$ cat src/rtl/risc_wait_controller.sv
// Phase sequencer for the 8-phase accumulator CPU, with memory wait states,
// a stall timeout that raises a sticky bus error, and a resumable HALTED state.
module risc_wait_controller #(
  parameter int ACK_EN     = 1,
  parameter int WAIT_LIMIT = 8
) (
  input  logic       clk,
  input  logic       rst,
  input  logic [2:0] opcode,
  input  logic       Zero,
  input  logic       mem_ack,
  input  logic       resume,
  output logic       mem_rd,
  output logic       load_ir,
  output logic       halt,
  output logic       inc_pc,
  output logic       load_ac,
  output logic       load_pc,
  output logic       mem_wr,
  output logic [2:0] phase,
  output logic       bus_err
);

  localparam int WCW = (WAIT_LIMIT > 0) ? $clog2(WAIT_LIMIT + 1) : 1;

  typedef enum logic [3:0] {
    INST_ADDR  = 4'd0,
    INST_FETCH = 4'd1,
    INST_LOAD  = 4'd2,
    IDLE       = 4'd3,
    OP_ADDR    = 4'd4,
    OP_FETCH   = 4'd5,
    ALU_OP     = 4'd6,
    STORE      = 4'd7,
    HALTED     = 4'd8
  } state_t;

  typedef enum logic [2:0] {
    OP_HLT = 3'd0,
    OP_SKZ = 3'd1,
    OP_ADD = 3'd2,
    OP_AND = 3'd3,
    OP_XOR = 3'd4,
    OP_LDA = 3'd5,
    OP_STO = 3'd6,
    OP_JMP = 3'd7
  } opcode_t;

  state_t         state, state_next;
  opcode_t        op;
  logic [WCW-1:0] wait_cnt, wait_cnt_next;
  logic           bus_err_next;
  logic [2:0]     last_phase;
  logic           alu_op, wait_point, stalled, timeout;

  // Classify the current cycle: ALU-type opcode, wait point, stall and timeout
  always_comb begin
    op         = opcode_t'(opcode);
    alu_op     = (op == OP_ADD) || (op == OP_AND) || (op == OP_XOR) || (op == OP_LDA);
    wait_point = 1'b0;
    case (state)
      INST_FETCH: wait_point = 1'b1;
      OP_FETCH:   wait_point = alu_op;
      STORE:      wait_point = (op == OP_STO);
      default:    wait_point = 1'b0;
    endcase
    stalled = (ACK_EN != 0) && wait_point && !mem_ack;
    // The count is compared one short of the limit: the edge that would make
    // it reach WAIT_LIMIT is the edge that moves to HALTED.
    timeout = (WAIT_LIMIT > 0) && stalled && (wait_cnt == WCW'(WAIT_LIMIT - 1));
  end

  // Next-state, wait counter and bus error update
  always_comb begin
    state_next    = state;
    wait_cnt_next = wait_cnt;
    bus_err_next  = bus_err;
    case (state)
      HALTED: begin
        wait_cnt_next = '0;
        if (resume) state_next = INST_ADDR;
      end
      OP_ADDR: begin
        wait_cnt_next = '0;
        state_next    = (op == OP_HLT) ? HALTED : OP_FETCH;
      end
      default: begin
        if (timeout) begin
          state_next    = HALTED;
          wait_cnt_next = '0;
          bus_err_next  = 1'b1;
        end else if (stalled) begin
          if (WAIT_LIMIT > 0) wait_cnt_next = wait_cnt + 1'b1;
        end else begin
          state_next    = state_t'({1'b0, 3'(state[2:0] + 3'd1)});
          wait_cnt_next = '0;
        end
      end
    endcase
  end

  // State, wait counter, sticky error and last visible phase registers
  always_ff @(posedge clk or posedge rst) begin
    if (rst) begin
      state      <= INST_ADDR;
      wait_cnt   <= '0;
      bus_err    <= 1'b0;
      last_phase <= 3'd0;
    end else begin
      state    <= state_next;
      wait_cnt <= wait_cnt_next;
      bus_err  <= bus_err_next;
      if (state != HALTED) last_phase <= state[2:0];
    end
  end

  // Decoded control outputs and phase indication
  always_comb begin
    mem_rd  = 1'b0;
    load_ir = 1'b0;
    halt    = 1'b0;
    inc_pc  = 1'b0;
    load_ac = 1'b0;
    load_pc = 1'b0;
    mem_wr  = 1'b0;
    phase   = state[2:0];
    case (state)
      INST_FETCH: mem_rd = 1'b1;
      INST_LOAD, IDLE: begin
        mem_rd  = 1'b1;
        load_ir = 1'b1;
      end
      OP_ADDR: begin
        inc_pc = 1'b1;
        halt   = (op == OP_HLT);
      end
      OP_FETCH: mem_rd = alu_op;
      ALU_OP: begin
        mem_rd  = alu_op;
        load_ac = alu_op;
        inc_pc  = (op == OP_SKZ) && Zero;
        load_pc = (op == OP_JMP);
      end
      STORE: begin
        mem_rd  = alu_op;
        load_ac = alu_op;
        inc_pc  = (op == OP_JMP);
        load_pc = (op == OP_JMP);
        mem_wr  = (op == OP_STO);
      end
      HALTED: begin
        halt  = 1'b1;
        phase = last_phase;
      end
      default: ;
    endcase
  end

endmodule

$ cat config.mk
export PLATFORM = sky130hd
export DESIGN_NAME = risc_wait_controller
export DESIGN_NICKNAME = d
export VERILOG_FILES = /design/src/rtl/risc_wait_controller.sv
export SDC_FILE = /design/constraint.sdc
export NUM_CORES = 1
export LEC_CHECK = 0
export BUFFER_PORTS_ARGS = -buffer_cell sky130_fd_sc_hd__buf_2
export CAP_MARGIN = 20
export CORE_MARGIN = 8
export CORE_UTILIZATION = 38
export DETAILED_ROUTE_END_ITERATION = 16
export PLACE_DENSITY_LB_ADDON = 0.12
export SLEW_MARGIN = 10
export SYNTH_ARGS = -nofsm -noshare
export SYNTH_HDL_FRONTEND = slang
export SYNTH_SLANG_ARGS = --single-unit
$ cat constraint.sdc
create_clock -name clk -period 2.17 [get_ports clk]
set_input_delay 0 -clock clk [delete_from_list [all_inputs] [get_ports clk]]
set_output_delay 0 -clock clk [all_outputs]
set_load 0.03 [all_outputs]
After elaboration in Yosys (flattened, before gate mapping)

Cells that the tools add are included.

$add $sub $neg: 2
Eq/ne operators: 19
Mux-type cells: 17
Bitwise gates (word level): 1
Reduce and logical (&&, ||, !) cells: 15

Operators by type and width:

| kind                                                 | count |
|---|---|
| two-way mux 4 bit                                    | 7 |
| equality test 4 x 3 -> 1 bit (second input constant) | 5 |
| equality test 3 bit (second input constant)          | 4 |
| equality test 4 x 2 -> 1 bit (second input constant) | 2 |
| one-hot mux 4 bit (2 select lines)                   | 1 |
| equality test 3 x 2 -> 1 bit (second input constant) | 2 |
| one-hot mux 1 bit (3 select lines)                   | 2 |
| OR reduction 2 bit                                   | 3 |
| OR reduction 3 bit                                   | 2 |
| adder 4 x 1 -> 4 bit (second input constant)         | 1 |
| equality test 4 x 1 -> 1 bit (second input constant) | 1 |
| equality test 4 bit (second input constant)          | 1 |
| two-way mux 1 bit                                    | 4 |
| != test 4 x 1 -> 1 bit (second input constant)       | 1 |
| != test 4 bit (second input constant)                | 1 |
| one-hot mux 1 bit (2 select lines)                   | 2 |
| AND reduction 2 bit                                  | 2 |
| adder 3 x 1 -> 3 bit (second input constant)         | 1 |
| equality test 3 x 1 -> 1 bit (second input constant) | 1 |
| logical AND 1 bit                                    | 3 |
| logical NOT 3 bit                                    | 1 |
| logical OR 1 bit                                     | 3 |
| two-way mux 3 bit                                    | 1 |
| != test 2 bit (second input constant)                | 1 |
| 2 further kinds                                      | 2 |

Register bits: 12
Output and inout bits: 11

Depth between registers and ports, before layout

Depth after elaboration: 9
Mapped depth: 7
Mapped depth without buffers: 7

Worst setup path after synthesis

No wires, ideal clock.

Path kind: register -> register
Start: register state[0]
End: register state[0]
Arrival: 1.489 ns
Path slack: 0.555 ns
Stages on the path, launching flop included: 6
Buffers on the path: 0
Period minus slack after synthesis: 1.615 ns
Cell sequence: dfrtp_1 -> ha_1 -> nand4b_1 -> nor2_4 -> o21bai_4 -> a221o_1

Cells in the longest elaborated chain, start to end: 6
Elaborated cells on any way between the ends: 15
Those cells by class: add/sub (1); eq/ne (7); mux (4); reduce/logical (3)

RTL lines:

| item                                                                                              | line | RTL |
|---|---|---|
| from (decl)                                                                                       | 49   | `state_t state, state_next;` |
| from (signal assigned)                                                                            | 110  | `state <= state_next;` |
| equality test 4 x 3 -> 1 bit / equality test 4 x 1 -> 1 bit (equally long branches)               | 61   | `case (state)` |
| one-hot mux 1 bit (3 select lines)                                                                | 61   |  |
| logical AND 1 bit                                                                                 | 67   | `stalled = (ACK_EN != 0) && wait_point && !mem_ack;` |
| logical AND 1 bit                                                                                 | 70   | `timeout = (WAIT_LIMIT > 0) && stalled && (wait_cnt == WCW'(WAIT_LIMIT - 1));` |
| != test 4 x 1 -> 1 bit (no source line) / two-way mux 4 bit (equally long branches)               | --   |  |
| AND reduction 2 bit (no source line) / one-hot mux 4 bit (2 select lines) (equally long branches) | --   |  |

Parallel ways exist; a longest one is shown, timed or not. The select of a mux whose other input is x is not followed.
A chain may end at the register's enable or synchronous reset.

Worst setup path in the final report

Start: register state[0]
End: output phase[0]

Cells in the longest elaborated chain, start to end: 2

RTL lines:

| item                  | line | RTL |
|---|---|---|
| equality test 4 bit   | 127  | `case (state)` |
| two-way mux 3 bit (*) | 127  |  |
| to (decl)             | 20   | `output logic [2:0] phase,` |

Every way passes the cells marked *; elsewhere a longest branch is shown, timed or not.

==> run_results.csv <==
group,metric,value,unit
run_status,status,"complete, no violations",
route,wl_per_cell,13.4,um
power_and_ir_drop,power_leakage,0.438,nW
min_path,hold_end,"wait_cnt[1]",
timing,fin_crit,1900,ps
layout,finalNonFillerCells,129,
floorplanning,fp-row-count,16,
timing,fmax,527,MHz
global_route,grt_max_degree,13,
place,routabilityCongestion,0.781,
worst_setup_path,crit_buf_inv,2,
layout,postLayoutCellArea,943,um^2
floorplanning,core-area,0.00198,mm^2
global_route,grt_usage,0.101,
clocking,clockRootBuffer,"clkbuf_4",
timing,slew-limit-headroom,0.669,
clocking,numCtsBuffers,3,
logic_synthesis,seq_area_frac_synth,0.373,
timing,fin_skew,4.01,ps
timing,rsz0062_at_grt,"false",
global_route,grt-ovfl-total,0,
logic_synthesis,avgSynthCellArea,9.71,um^2
place,place_inst,125,
logic_synthesis,yosysTopAreaCell,"dfrtp_1",
timing,setup_viol,0,
clocking,cts_tree,"built",
worst_setup_path,worstPathArrival,1900,ps
route,wirelength,1720,um
worst_setup_path,reg2reg_slack,420,ps
clocking,h-tree-depth,1,
route,first_iter_violations,25,
min_path,min_path_type,"input pin to flop",
timing,final_hold_viol_count,0,
global_route,grt_pass1_vias,641,
worst_setup_path,start_kind,"flop",
run,cap_violations,0,
worst_setup_path,timing.rr.start,"state[0]",
logic_synthesis,yosysWarningCount,0,
worst_setup_path,end_kind,"output pin",
global_route,antenna_found_initial,0,
layout,drive_gt1_frac,0.314,
logic_synthesis,yosysUniqueCellTypes,35,
floorplanning,dieArea,0.00385,mm^2
logic_synthesis,syn_inst,83,
power_and_ir_drop,irDropWorstVdd,764,uV
logic_synthesis,post-synth-top-count-cell,"dfrtp_1",
logic_synthesis,synth_nets,96,
logic_synthesis,synth_common_cells,"dfrtp_1, nor2_1, nand2_1, nor3_1",
worst_setup_path,reg2regPathDepth,6,
layout,area_growth,17.1,%
timing,fin_tns_setup,0,ps
power_and_ir_drop,powerDensity,1270,mW/mm^2
logic_synthesis,async_flop_share,1.00,
clocking,post_cts_buffers,0,
route,drt_drc_violations_left,0,
worst_setup_path,path_delay_family,"flip-flops",
floorplanning,die_h,62.1,um
min_path,holdPathStages,4,
logic_synthesis,synth_flop_cell,"dfrtp_1",
logic_synthesis,ys_top_cells_by_area,"dfrtp_1, ha_1, nor3_1",
worst_setup_path,cp_slowest_stage_delay,450,ps
route,drtPass1Iterations,4,
place,io_buffers,18,
route,via_count,649,
clocking,clk_pin_slew_worst_paths,70,ps
global_route,grt_pass1_wl,2840,um
place,placedInstanceArea,911,um^2
clocking,clockBufferDepth,2,
route,viasPerCell,5.03,
place,dp_hpwl,1370,um
floorplanning,die_w,62.1,um
timing,fin_hold_ws,69.0,ps
logic_synthesis,synth_top_area_frac,0.373,
min_path,worstHoldStart,"mem_ack",
worst_setup_path,path_max_fanout,10,
timing,worst_slew_pin_slew,492,ps
route,ant_nets,0,
clocking,cts_sinks,12,
layout,diodes,0,
logic_synthesis,synth_seq_cells,12,
layout,fill_cells,202,
worst_setup_path,reg2reg_to,"state[0]",
worst_setup_path,required,2170,ps
timing,finalMaxSlewViolations,0,
floorplanning,start_util,0.407,
layout,fin_nets,117,
worst_setup_path,cp_cell_sequence,"inv_1 -> ha_1 -> nand2_1 -> mux2_2 -> buf_2",
logic_synthesis,synth_area,806,um^2
worst_setup_path,cp_slowest_cell,"dfrtp_1",
logic_synthesis,synth_edf_count,0,
floorplanning,io_pins,19,
timing,fin_crit_sh,0.875,
worst_setup_path,crit_type,"flop to output pin",
clocking,clock_latency,260,ps
[report_power, final]
part	leakage, nW	internal [W]	total [W]	switching (W)
clock network	0.0138	0.0000640	0.000131	0.0000670
registers	0.152	0.000291	0.000367	0.0000757
logic	0.272	0.000264	0.000701	0.000437
[registers in the layout (all words and copies together), names as in the netlist]
signal,cells
state,4
last_phase,3
bus_err,1
wait_cnt,4
[layout by cell type (no fill, tap or decap), types with 2 or more instances in the layout]
cell,count
a21oi_1,2
buf_2,18
clkbuf_4,3
dfrtp_1,12
ha_1,5
inv_1,5
mux2_2,2
nand2_1,6
nand2b_1,3
nand3_1,3
nor2_1,8
nor2b_1,4
nor3_1,6
o21ai_2,2
xor2_1,2
[timing repair]
| item | in CTS | in global routing |
|---|---|---|
| hold endpoints to repair | 12 | 0 |
| resized for setup | 0 | 0 |
| hold buffers | 1 | 0 |
[cell type report]
type | count | area [um^2] | share of cell area
repair buffers | 19 | 100 | 0.106
clock buffers | 3 | 22.5 | 0.0239
flip-flops and latches | 12 | 300 | 0.318
inverters | 5 | 18.8 | 0.0199
well taps | 27 | 33.8 | 0.0358
multi-input cells | 63 | 468 | 0.496
[metrics by stage]
stage / util / setup WS, ps / power (W)
finish: 0.476 / 272 / 0.00120
global route: 0.476 / 138 / 0.00130
CTS: 0.476 / 279 / 0.00121
detailed placement: 0.460 / 435 / 0.00108
global placement: 0.460 / 445 / 0.00108
floorplan: - / 555 / 0.000921
[cell families (layout without fill, tap and decap cells)]
family,Yosys count,in the layout,synth area share
XOR/XNOR,4,4,0.0528
AO/OA/AOI/OAI,16,16,0.185
buffers and inverters,8,27,0.0466
flip-flops,12,12,0.373
multiplexers,2,2,0.0279
AND/OR/NAND/NOR,36,36,0.238
adder cells (fa/ha/maj),5,5,0.0776
[worst register-to-register path: cells and delay by family, from the launching register on]
| kind | cells | cell delay [ps] |
|---|---|---|
| flip-flops | 1 | 450 |
| AND/OR/NAND/NOR | 2 | 240 |
| adder cells (fa/ha/maj) | 1 | 310 |
| AO/OA/AOI/OAI | 3 | 620 |
[worst max-delay path by stage]
stage,from,endpoint,slack (ps),cells after the start
finish,state[0],phase[0],270,5
global route,state[0],phase[1],140,5
CTS,state[0],phase[0],280,5
detailed placement,state[0],state[0],430,6
global placement,state[0],state[3],440,6
floorplan,state[0],state[0],550,5
[metal layers]
layer,up-vias,global-route usage,wire length (um)
met1,295,0.123,817
li1,331,-,-
met2,21,0.155,714
met4,0,0.0455,12
met3,2,0.0391,179
met5,-,0,0
Power figures use the tool's default switching activity.
